<file path="config.mk">
export PLATFORM = sky130hd
export DESIGN_NAME = tia_dl_bank
export DESIGN_NICKNAME = d
export VERILOG_FILES = /design/src/rtl/tia_dl_bank_pkg.sv /design/src/rtl/tia_dl_prio.sv /design/src/rtl/tia_dl_bank.sv
export SDC_FILE = /design/constraint.sdc
export NUM_CORES = 1
export LEC_CHECK = 0
export CELL_PAD_IN_SITES_DETAIL_PLACEMENT = 0
export CELL_PAD_IN_SITES_GLOBAL_PLACEMENT = 2
export CORE_AREA = 5 5 92 94
export CTS_CLUSTER_SIZE = 24
export DETAILED_ROUTE_END_ITERATION = 8
export DIE_AREA = 0 0 97 99
export MAX_ROUTING_LAYER = met4
export PLACE_DENSITY_LB_ADDON = 0.12
export SLEW_MARGIN = 20
export SYNTH_ARGS = -nofsm -noshare
export SYNTH_HDL_FRONTEND = slang
export SYNTH_SLANG_ARGS = --single-unit
export TNS_END_PERCENT = 50
</file>
<file path="constraint.sdc">
create_clock -name clk -period 4.05 [get_ports clk]
set_clock_uncertainty 0.2 [all_clocks]
set_input_delay 0.6075 -clock clk [delete_from_list [all_inputs] [get_ports clk]]
set_output_delay 0.6075 -clock clk [all_outputs]
set_load 0.02 [all_outputs]
</file>
<file path="src/rtl/tia_dl_bank_pkg.sv">
// tia_dl_bank_pkg: shared defaults and index-width helper for the DL-family blocks
package tia_dl_bank_pkg;
  localparam int DL_CHANNELS = 15;
  localparam int DL_STICKY = 1;
  localparam int DL_CNT_W = 8;
  function automatic int idx_w(input int n);
    return (n > 1) ? $clog2(n) : 1;
  endfunction
endpackage

</file>
<file path="src/rtl/tia_dl_prio.sv">
// tia_dl_prio: lowest-index priority encoder with any-bit flag
module tia_dl_prio import tia_dl_bank_pkg::*; #(
  parameter int N = DL_CHANNELS,
  localparam int IW = idx_w(N)
) (
  input  logic [N-1:0]  req,
  output logic [IW-1:0] idx,
  output logic          any
);
  // scan from the top so the lowest set bit is the last one written
  always_comb begin
    idx = '0;
    for (int i = N - 1; i >= 0; i--) if (req[i]) idx = IW'(i);
    any = |req;
  end
endmodule

</file>
<file path="src/rtl/tia_dl_bank.sv">
// tia_dl_bank: two-phase sticky latch bank with first-hit record, commit counter and registered read
module tia_dl_bank import tia_dl_bank_pkg::*; #(
  parameter int CHANNELS = DL_CHANNELS,
  parameter int STICKY = DL_STICKY,
  parameter int CNT_W = DL_CNT_W,
  localparam int IW = idx_w(CHANNELS)
) (
  input  logic                clk,
  input  logic                r,
  input  logic [CHANNELS-1:0] in,
  input  logic                phi1,
  input  logic                phi2,
  input  logic [CHANNELS-1:0] mask,
  input  logic                clr,
  input  logic [IW-1:0]       rd_sel,
  output logic [CHANNELS-1:0] out,
  output logic                rd_data,
  output logic [IW-1:0]       first_id,
  output logic                first_vld,
  output logic [CNT_W-1:0]    cnt
);
  logic [CHANNELS-1:0] sample;
  logic [CHANNELS-1:0] new_bits;
  logic [IW-1:0]       new_id;
  logic                any_new;
  logic [2**IW-1:0]    out_pad;
  assign new_bits = sample & mask & ~out;
  assign out_pad = (2**IW)'(out);
  tia_dl_prio #(.N(CHANNELS)) u_prio (
    .req(new_bits),
    .idx(new_id),
    .any(any_new)
  );
  // capture on phi1, commit on phi2; clr beats both, r beats everything
  always_ff @(posedge clk) begin
    if (r) begin
      out <= '0;
      sample <= '0;
      rd_data <= 1'b0;
      cnt <= '0;
      first_id <= '0;
      first_vld <= 1'b0;
    end else begin
      rd_data <= out_pad[rd_sel];
      if (clr) begin
        out <= '0;
        sample <= '0;
        cnt <= '0;
        first_id <= '0;
        first_vld <= 1'b0;
      end else begin
        if (phi1) sample <= (STICKY != 0) ? (in & ~out) : in;
        if (phi2) begin
          out <= (STICKY != 0) ? (out | (sample & mask)) : (sample & mask);
          if (any_new && cnt != '1) cnt <= cnt + 1'b1;
          if (any_new && !first_vld) begin
            first_id <= new_id;
            first_vld <= 1'b1;
          end
        end
      end
    end
  end
endmodule
</file>
---- After elaboration in Yosys (flattened, before gate mapping) ----
Index checks and enable logic that the tools add are counted.
word-level totals
  register bits ........................... 44
  word-level logic and storage cells ...... 38
  output and inout bits ................... 29
  bits of input ports ..................... 39
operators by class
  reduce and logical (&&, ||, !) cells .... 7
  add/subtract/negate cells ............... 1
  bitwise operators ....................... 5
  muxes and demuxes ....................... 17
  eq/ne operators ......................... 1
  order comparisons ....................... 1
operators by type and width
  operator                                                                       count
  4-bit 2-to-1 mux                                                               15
  15-bit bitwise AND                                                             3
  15-bit NOT                                                                     1
  15-bit bitwise OR                                                              1
  15-bit OR reduction                                                            1
  8-bit by 1-bit adder with 8-bit output (second input constant)                 1
  8-bit inequality test (second input constant)                                  1
  4-bit by 5-bit less-than comparator with 1-bit output (second input constant)  1
  1-bit binary-select mux with 4-bit select                                      1
  2-bit AND reduction                                                            2
  1-bit logical AND                                                              2
  2-bit OR reduction                                                             1
  1-bit zero test                                                                1
  1-bit 2-to-1 mux                                                               1

---- Logic depth before layout (Yosys ltp) ----
Gate-level depths: netlist (run 1).
  depth after elaboration ................. 17
  gate-level depth with buffers ........... 7
  depth with buffers taken out ............ 6

---- Hierarchy ----
Synthesis (run 1) repeated with hierarchy kept, for this count alone.
unflattened totals
  cell total of the unflattened synthesis .. 250
  area total of the unflattened synthesis .. 2077.0 sq um
by module, submodules not included
  module       instances  area each (sq um)  cells an instance  seq. area each (sq um)
  tia_dl_bank  1          1918.1             223                880.8
  tia_dl_prio  1          158.9              27                 0.0

---- Worst setup path after synthesis (run 1) ----
Ideal clock, no wire load.
  kind .................................... input to register
  from .................................... input mask[6]
  to ...................................... register cnt[4]
  stages .................................. 7
  arrival time ............................ 1.806 ns
  data required time ...................... 3.735 ns
  library setup time ...................... 0.115 ns
  path buffers ............................ 1
  path slack .............................. 1.930 ns
  path through ............................ nand3b_1 -> o2111ai_1 -> or3_4 -> o21ai_4 -> buf_6 -> nor3_1 -> o21a_1
between the ends
  longest elaborated chain between the ends .. 5
ends and longest elaborated chain
  item                                  line               source
  start, declared                       tia_dl_bank.sv:13  input logic [CHANNELS-1:0] mask,
  15-bit bitwise AND                    --
  15-bit bitwise AND                    tia_dl_bank.sv:27  assign new_bits = sample & mask & ~out;
  15-bit OR reduction                   tia_dl_prio.sv:14  any = |req;
  1-bit logical AND                     tia_dl_bank.sv:55  if (any_new && cnt != '1) cnt <= cnt + 1'b1;
  2-bit AND reduction (no source line)  --
  end signal, assigned                  tia_dl_bank.sv:55
  end, declared                         tia_dl_bank.sv:20  output logic [CNT_W-1:0] cnt
Every way passes these cells.
A chain may end at the register's enable or synchronous reset.

---- Worst setup path after layout (run 1) ----
  from .................................... input rd_sel[0]
  to ...................................... register rd_data
between the ends
  longest elaborated chain between the ends .. 2
ends and longest elaborated chain
  item                                       line               source
  start, declared                            tia_dl_bank.sv:15  input logic [IW-1:0] rd_sel,
  1-bit binary-select mux with 4-bit select  tia_dl_bank.sv:44  rd_data <= out_pad[rd_sel];
  1-bit 2-to-1 mux (not written as such)     tia_dl_bank.sv:44
  end signal, assigned                       tia_dl_bank.sv:44
  end, declared                              tia_dl_bank.sv:17  output logic rd_data,
Every way passes these cells. The select of a mux whose other input is x is not followed.

==> results of run 1 <==
cells in the final DEF (no fill, tap or decap), types with 2 or more instances in the layout:
cell,netlist,layout
clkbuf_8,0,5
nand3b_1,21,21
nand2_1,11,11
and3b_1,4,4
mux4_2,4,4
a21oi_1,25,25
o21ai_0,16,16
nand3_1,7,7
a31oi_1,16,16
or2_2,3,3
inv_1,2,2
nor2_1,27,27
o21a_1,3,3
dfxtp_1,44,44
nand2b_1,17,17
or3_1,5,5
clkdlybuf4s50_1,0,67
nor2b_1,2,2
per-layer routing:
metal,share of wire [%],GRT usage (%),vias to the layer above
met5,0,-,-
met4,0.97,3.24,0
met3,3.9,2.62,8
met2,44,19.5,56
met1,51,17.7,897
li1,-,-,989
through the flow:
stage	setup slack, ns	area, um2	util [%]	hold slack [ns]	cells
finish	1.58	2930	38.8	0.279	404
global route	1.50	2930	38.8	0.306	404
CTS	1.56	2930	38.8	0.279	404
detailed placement	1.23	2820	37.3	0.264	396
global placement	1.24	2820	37.3	0.262	396
floorplan	1.93	2060	-	0.254	236
area by class of cell:
class / instances / area [um2]
Fill cell: 765 / 4630
Multi-Input combinational cell: 180 / 1130
Sequential cell: 44 / 881
Timing Repair Buffer: 68 / 678
Tap cell: 102 / 128
Clock buffer: 5 / 68.8
Clock inverter: 3 / 42.5
Inverter: 2 / 7.51
cell families after synthesis:
group,after synthesis
adder cells (fa/ha/maj),1
AND/OR/NAND/NOR,102
buffers and inverters,12
flip-flops,44
AO/OA/AOI/OAI,71
multiplexers,5
XOR/XNOR,1
sequential cells by signal, summed over array words and instances, names as in the netlist:
register,cells
first_id,4
first_vld,1
sample,15
rd_data,1
cnt,8
out,15
worst paths after layout:
check | end | slack [ns] | cells past startpoint
setup / recovery | rd_data | 1.58 | 4
hold / removal | first_vld | 0.28 | 2
setup reg to reg | cnt[4] | 1.91 | 6
hold reg to reg | first_vld | 0.28 | 2
report_power, final:
group	internal (mW)	switching (mW)	total (mW)
Sequential	0.440	0.00621	0.446
Combinational	0.0593	0.0539	0.113
Clock	0.183	0.161	0.344
Total	0.682	0.221	0.903
worst max-delay path, cell delays in order:
cell             delay [ns]
clkdlybuf4s50_1        0.68
mux4_2                 0.58
mux4_2                 0.48
nor2b_1                0.14
==> results.py, run 1 <==
metrics = {
    "power_and_ir_drop": {
        "leakage_nw": 0.964,
        "power_density_nw_per_um2": 308,
        "power.total_mw": 0.903,
        "vdd_drop_max_uv": 137,
    },
    "min_path": {
        "min-delay-start": "first_vld",
        "min_path_type": "register to register",
    },
    "synthesis": {
        "synth_edf_count": 0,
        "synth_xor_area_share_pct": 0.425,
        "ys.warnings.count": 0,
        "synthSimpleGateAreaFrac_pct": 28.2,
        "synth_compound_area_share_pct": 20.6,
        "yosys-top-cells-count": "44 x dfxtp_1, 27 x nor2_1, 25 x a21oi_1, 21 x nand3b_1, 17 x nand2b_1",
        "ys_ff_latch": 44,
        "synth_top_family_by_area": "simple AND/OR/NAND/NOR gates",
        "syn-num-nets": 276,
        "synth_area_um2": 2060,
        "yosysUniqueCellTypes": 38,
        "muxShareOfSynthArea_pct": 4.85,
        "synthAdderAreaFrac_pct": 0.607,
        "synth_async_sr_flop_share_pct": 0,
        "synth_most_common_cell": "dfxtp_1",
        "synth_cells": 236,
        "ys.flop_type": "dfxtp_1",
        "netlist.area_leader.share_pct": 42.7,
        "netlist.top_cell.by_area": "dfxtp_1",
        "synth.top_cells.by_area": "dfxtp_1 43%, nand3b_1 7.6%, a21oi_1 6.1%",
        "yosysSeqAreaShare_pct": 42.7,
        "avgSynthCellArea_um2": 8.74,
    },
    "sta": {
        "finalCriticalPeriod_ns": 2.47,
        "report.final.slew_viol_count": 0,
        "finalSetupTns_ns": 0,
        "hold_viol": 0,
        "rsz0062_at_grt": "false",
        "fin_crit_sh_pct": 61.0,
        "relSlewSlack_pct": 38.1,
        "fmax_mhz": 404,
        "worstMarginPinSlew_ns": 0.926,
        "finalSetupViolCount": 0,
    },
    "grt": {
        "grt.overflow.total": 0,
        "grt_pass1_wl_um": 9920,
        "grt_max_degree": 39,
        "grtUsageTotal_pct": 12.9,
        "grt_pass1_vias": 1972,
        "antenna_found_initial": 0,
    },
    "cts": {
        "cts_resized": 0,
        "cts_setup_buffers": 0,
        "ctsHoldBuffers": 0,
        "path_clk_slew_ns": 0.10,
        "cts_tree": "done",
        "cts_inserted_buffers": 5,
        "root_buffer": "clkbuf_8",
        "htree_levels": 2,
        "clock_latency_ns": 0.30,
        "ctsLongestPathBuffers": 2,
        "cts.sinks": 44,
    },
    "floorplan": {
        "fp.dieH_um": 99,
        "start_util_pct": 27.2,
        "coreArea_um2": 7570,
        "rows": 32,
        "die_area_um2": 9600,
        "boundaryPins": 68,
        "die_w_um": 97,
    },
    "finish": {
        "fin_nets": 341,
        "areaGrowthSynthToFinish_pct": 42.3,
        "layout-drive-gt1-share_pct": 6.95,
        "antenna_cells": 0,
    },
    "outcome": {
        "status": "completed",
    },
    "drt": {
        "drc": 0,
        "detail-route-antenna-nets": 0,
        "viasPerCell": 4.83,
        "drt_iter0_drc": 41,
        "routedWlPerCell_um": 14.9,
        "vias": 1950,
        "wl_um": 6010,
        "dr.pass1.iters": 4,
    },
    "worst_setup_path": {
        "crit_required_ns": 4.06,
        "cp.arrival_ns": 2.48,
        "crit_path_start_kind": "input pin",
        "worstSetupPathType": "input pin to register",
        "cp_max_fo": 5,
        "rr_startpoint": "out[5]",
        "crit_path_start": "rd_sel[0]",
        "endpoint_kind": "register",
    },
    "placement": {
        "io_buffers": 67,
        "gp_congestion": 0.735,
        "hpwl_um": 4400,
    },
    "run": {
        "cap_viol_max_count": 0,
    },
}
Note: power is estimated with default switching activity, not from simulation.
==> run 2, diff against run 1 <==
CORE_AREA = 5 5 96 98   (was 5 5 92 94)
DIE_AREA = 0 0 101 103   (was 0 0 97 99)
clock period = 2.55 ns   (was 4.05 ns; I/O delays follow)
==> results.py, run 2 (same netlist as run 1, synthesis figures left out) <==
metrics = {
    "outcome": {
        "status": "completed",
    },
    "sta": {
        "worst_slack_ns": 0.366,
        "finalSetupTns_ns": 0,
        "fin_crit_sh_pct": 85.6,
        "report.final.slew_viol_count": 0,
        "worstMarginPinSlew_ns": 0.446,
        "finalSetupViolCount": 0,
        "hold_viol": 0,
        "finalCriticalPeriod_ns": 2.18,
        "fmax_mhz": 458,
        "rsz0062_at_grt": "false",
        "relSlewSlack_pct": 70.0,
    },
    "finish": {
        "antenna_cells": 0,
        "fill_cells": 887,
        "fin_nets": 348,
        "top_regs": "out x15, sample x15, cnt x8",
        "areaGrowthSynthToFinish_pct": 45.4,
        "fin_cells": 417,
        "layout_common_cells": "67 x clkdlybuf4s50_1, 44 x dfxtp_1, 27 x nor2_1",
        "final_common_cell": "clkdlybuf4s50_1",
        "layout-drive-gt1-share_pct": 8.41,
    },
    "placement": {
        "hpwl_um": 4580,
        "io_buffers": 67,
        "place_inst": 409,
        "pre_cts_slack_ns": 0.0186,
        "gp_congestion": 0.731,
    },
    "worst_setup_path": {
        "cp_max_fo": 5,
        "crit_required_ns": 2.54,
        "cp_num_cells": 4,
        "worst_path_largest_cell_delay_ns": 0.65,
        "path_cells": "clkdlybuf4s50_1 -> mux4_2 -> mux4_2 -> nor2b_1",
        "endpoint_kind": "register",
        "worstSetupPathType": "input pin to register",
        "r2r_cells": 7,
        "reg2reg_slack_ns": 0.49,
        "cpMostUsedCell": "mux4_2",
        "cpMaxStageDelayCell": "clkdlybuf4s50_1",
        "crit_family": "multiplexers",
        "crit_path_start_kind": "input pin",
        "cp.arrival_ns": 2.18,
        "rr_startpoint": "out[5]",
        "critical_path_buf_inv_count": 1,
        "r2r_end": "cnt[4]",
    },
    "drt": {
        "vias": 1955,
        "detail-route-antenna-nets": 0,
        "dr.pass1.iters": 4,
        "viasPerCell": 4.69,
        "drc": 0,
        "routedWlPerCell_um": 14.6,
        "wl_um": 6100,
        "drt_iter0_drc": 67,
    },
    "cts": {
        "cts.sinks": 44,
        "cts_inserted_buffers": 5,
        "htree_levels": 2,
        "clock_latency_ns": 0.30,
        "ctsLongestPathBuffers": 2,
        "ctsHoldBuffers": 0,
        "cts_tree": "done",
        "root_buffer": "clkbuf_8",
        "cts_setup_buffers": 0,
        "cts_resized": 0,
        "path_clk_slew_ns": 0.08,
    },
    "min_path": {
        "hold_depth": 2,
        "min-delay-start": "first_vld",
        "min_path_type": "register to register",
        "whs_endpoint": "first_vld",
    },
    "floorplan": {
        "start_util_pct": 24.6,
        "coreArea_um2": 8380,
        "boundaryPins": 68,
        "fp.dieH_um": 103,
        "die_area_um2": 10400,
        "rows": 34,
        "die_w_um": 101,
    },
    "grt": {
        "grt_pass1_vias": 1947,
        "grt.overflow.total": 0,
        "grt_pass1_wl_um": 10100,
        "grtUsageTotal_pct": 12.7,
        "antenna_found_initial": 0,
        "grt_max_degree": 39,
    },
    "power_and_ir_drop": {
        "power_density_nw_per_um2": 456,
        "leakage_nw": 1.00,
        "power.total_mw": 1.37,
        "vdd_drop_max_uv": 164,
    },
    "run": {
        "cap_viol_max_count": 0,
    },
}
==> run 2: area by class of cell <==
| class | count | area, um2 | area share (%) |
|---|---|---|---|
| Multi-Input combinational cell | 180 | 1130 | 37.6 |
| Sequential cell | 44 | 881 | 29.4 |
| Timing Repair Buffer | 75 | 756 | 25.2 |
| Tap cell | 108 | 135 | 4.51 |
| Clock buffer | 8 | 90.1 | 3.01 |
| Inverter | 2 | 7.51 | 0.250 |
==> run 2: routing by layer <==
layer / GRT usage (%) / wire [um]
met5: - / 0
met4: 3.68 / 57
met3: 2.91 / 324
met2: 18.7 / 2670
met1: 17.3 / 3040
==> run 2: where the power goes <==
| part | leakage [nW] | internal, mW | switching, mW | total (mW) |
|---|---|---|---|---|
| sequential | 0.356 | 0.698 | 0.00991 | 0.708 |
| clock | 0.0455 | 0.222 | 0.242 | 0.464 |
| combinational | 0.598 | 0.108 | 0.0875 | 0.195 |
==> run 2: worst reg2reg max path, stage by stage (launching register included) <==
cell and delay (ns):
dfxtp_1 0.43, nand3b_1 0.16, o2111ai_1 0.17, or3_4 0.46, o21ai_4 0.18, buf_12 0.15
nor3_1 0.05, o21a_1 0.16
==> run 2: stage by stage <==
step	util [%]	hold slack (ns)	cell area, um2
floorplan	-	0.254	2060
global placement	34.7	0.253	2910
detailed placement	34.7	0.263	2910
CTS	35.8	0.276	3000
global route	35.8	0.311	3000
finish	35.8	0.275	3000
==> run 2: how the worst max path moves through the flow <==
stage / start / slack, ns / endpoint
6_report: rd_sel[0] / 0.37 / rd_data
5_1_grt: mask[7] / 0.28 / cnt[6]
4_1_cts: rd_sel[0] / 0.35 / rd_data
3_5_place_dp: rd_sel[0] / 0.02 / rd_data
3_3_place_gp: rd_sel[0] / 0.06 / rd_data
2_1_floorplan: out[5] / 0.50 / cnt[4]
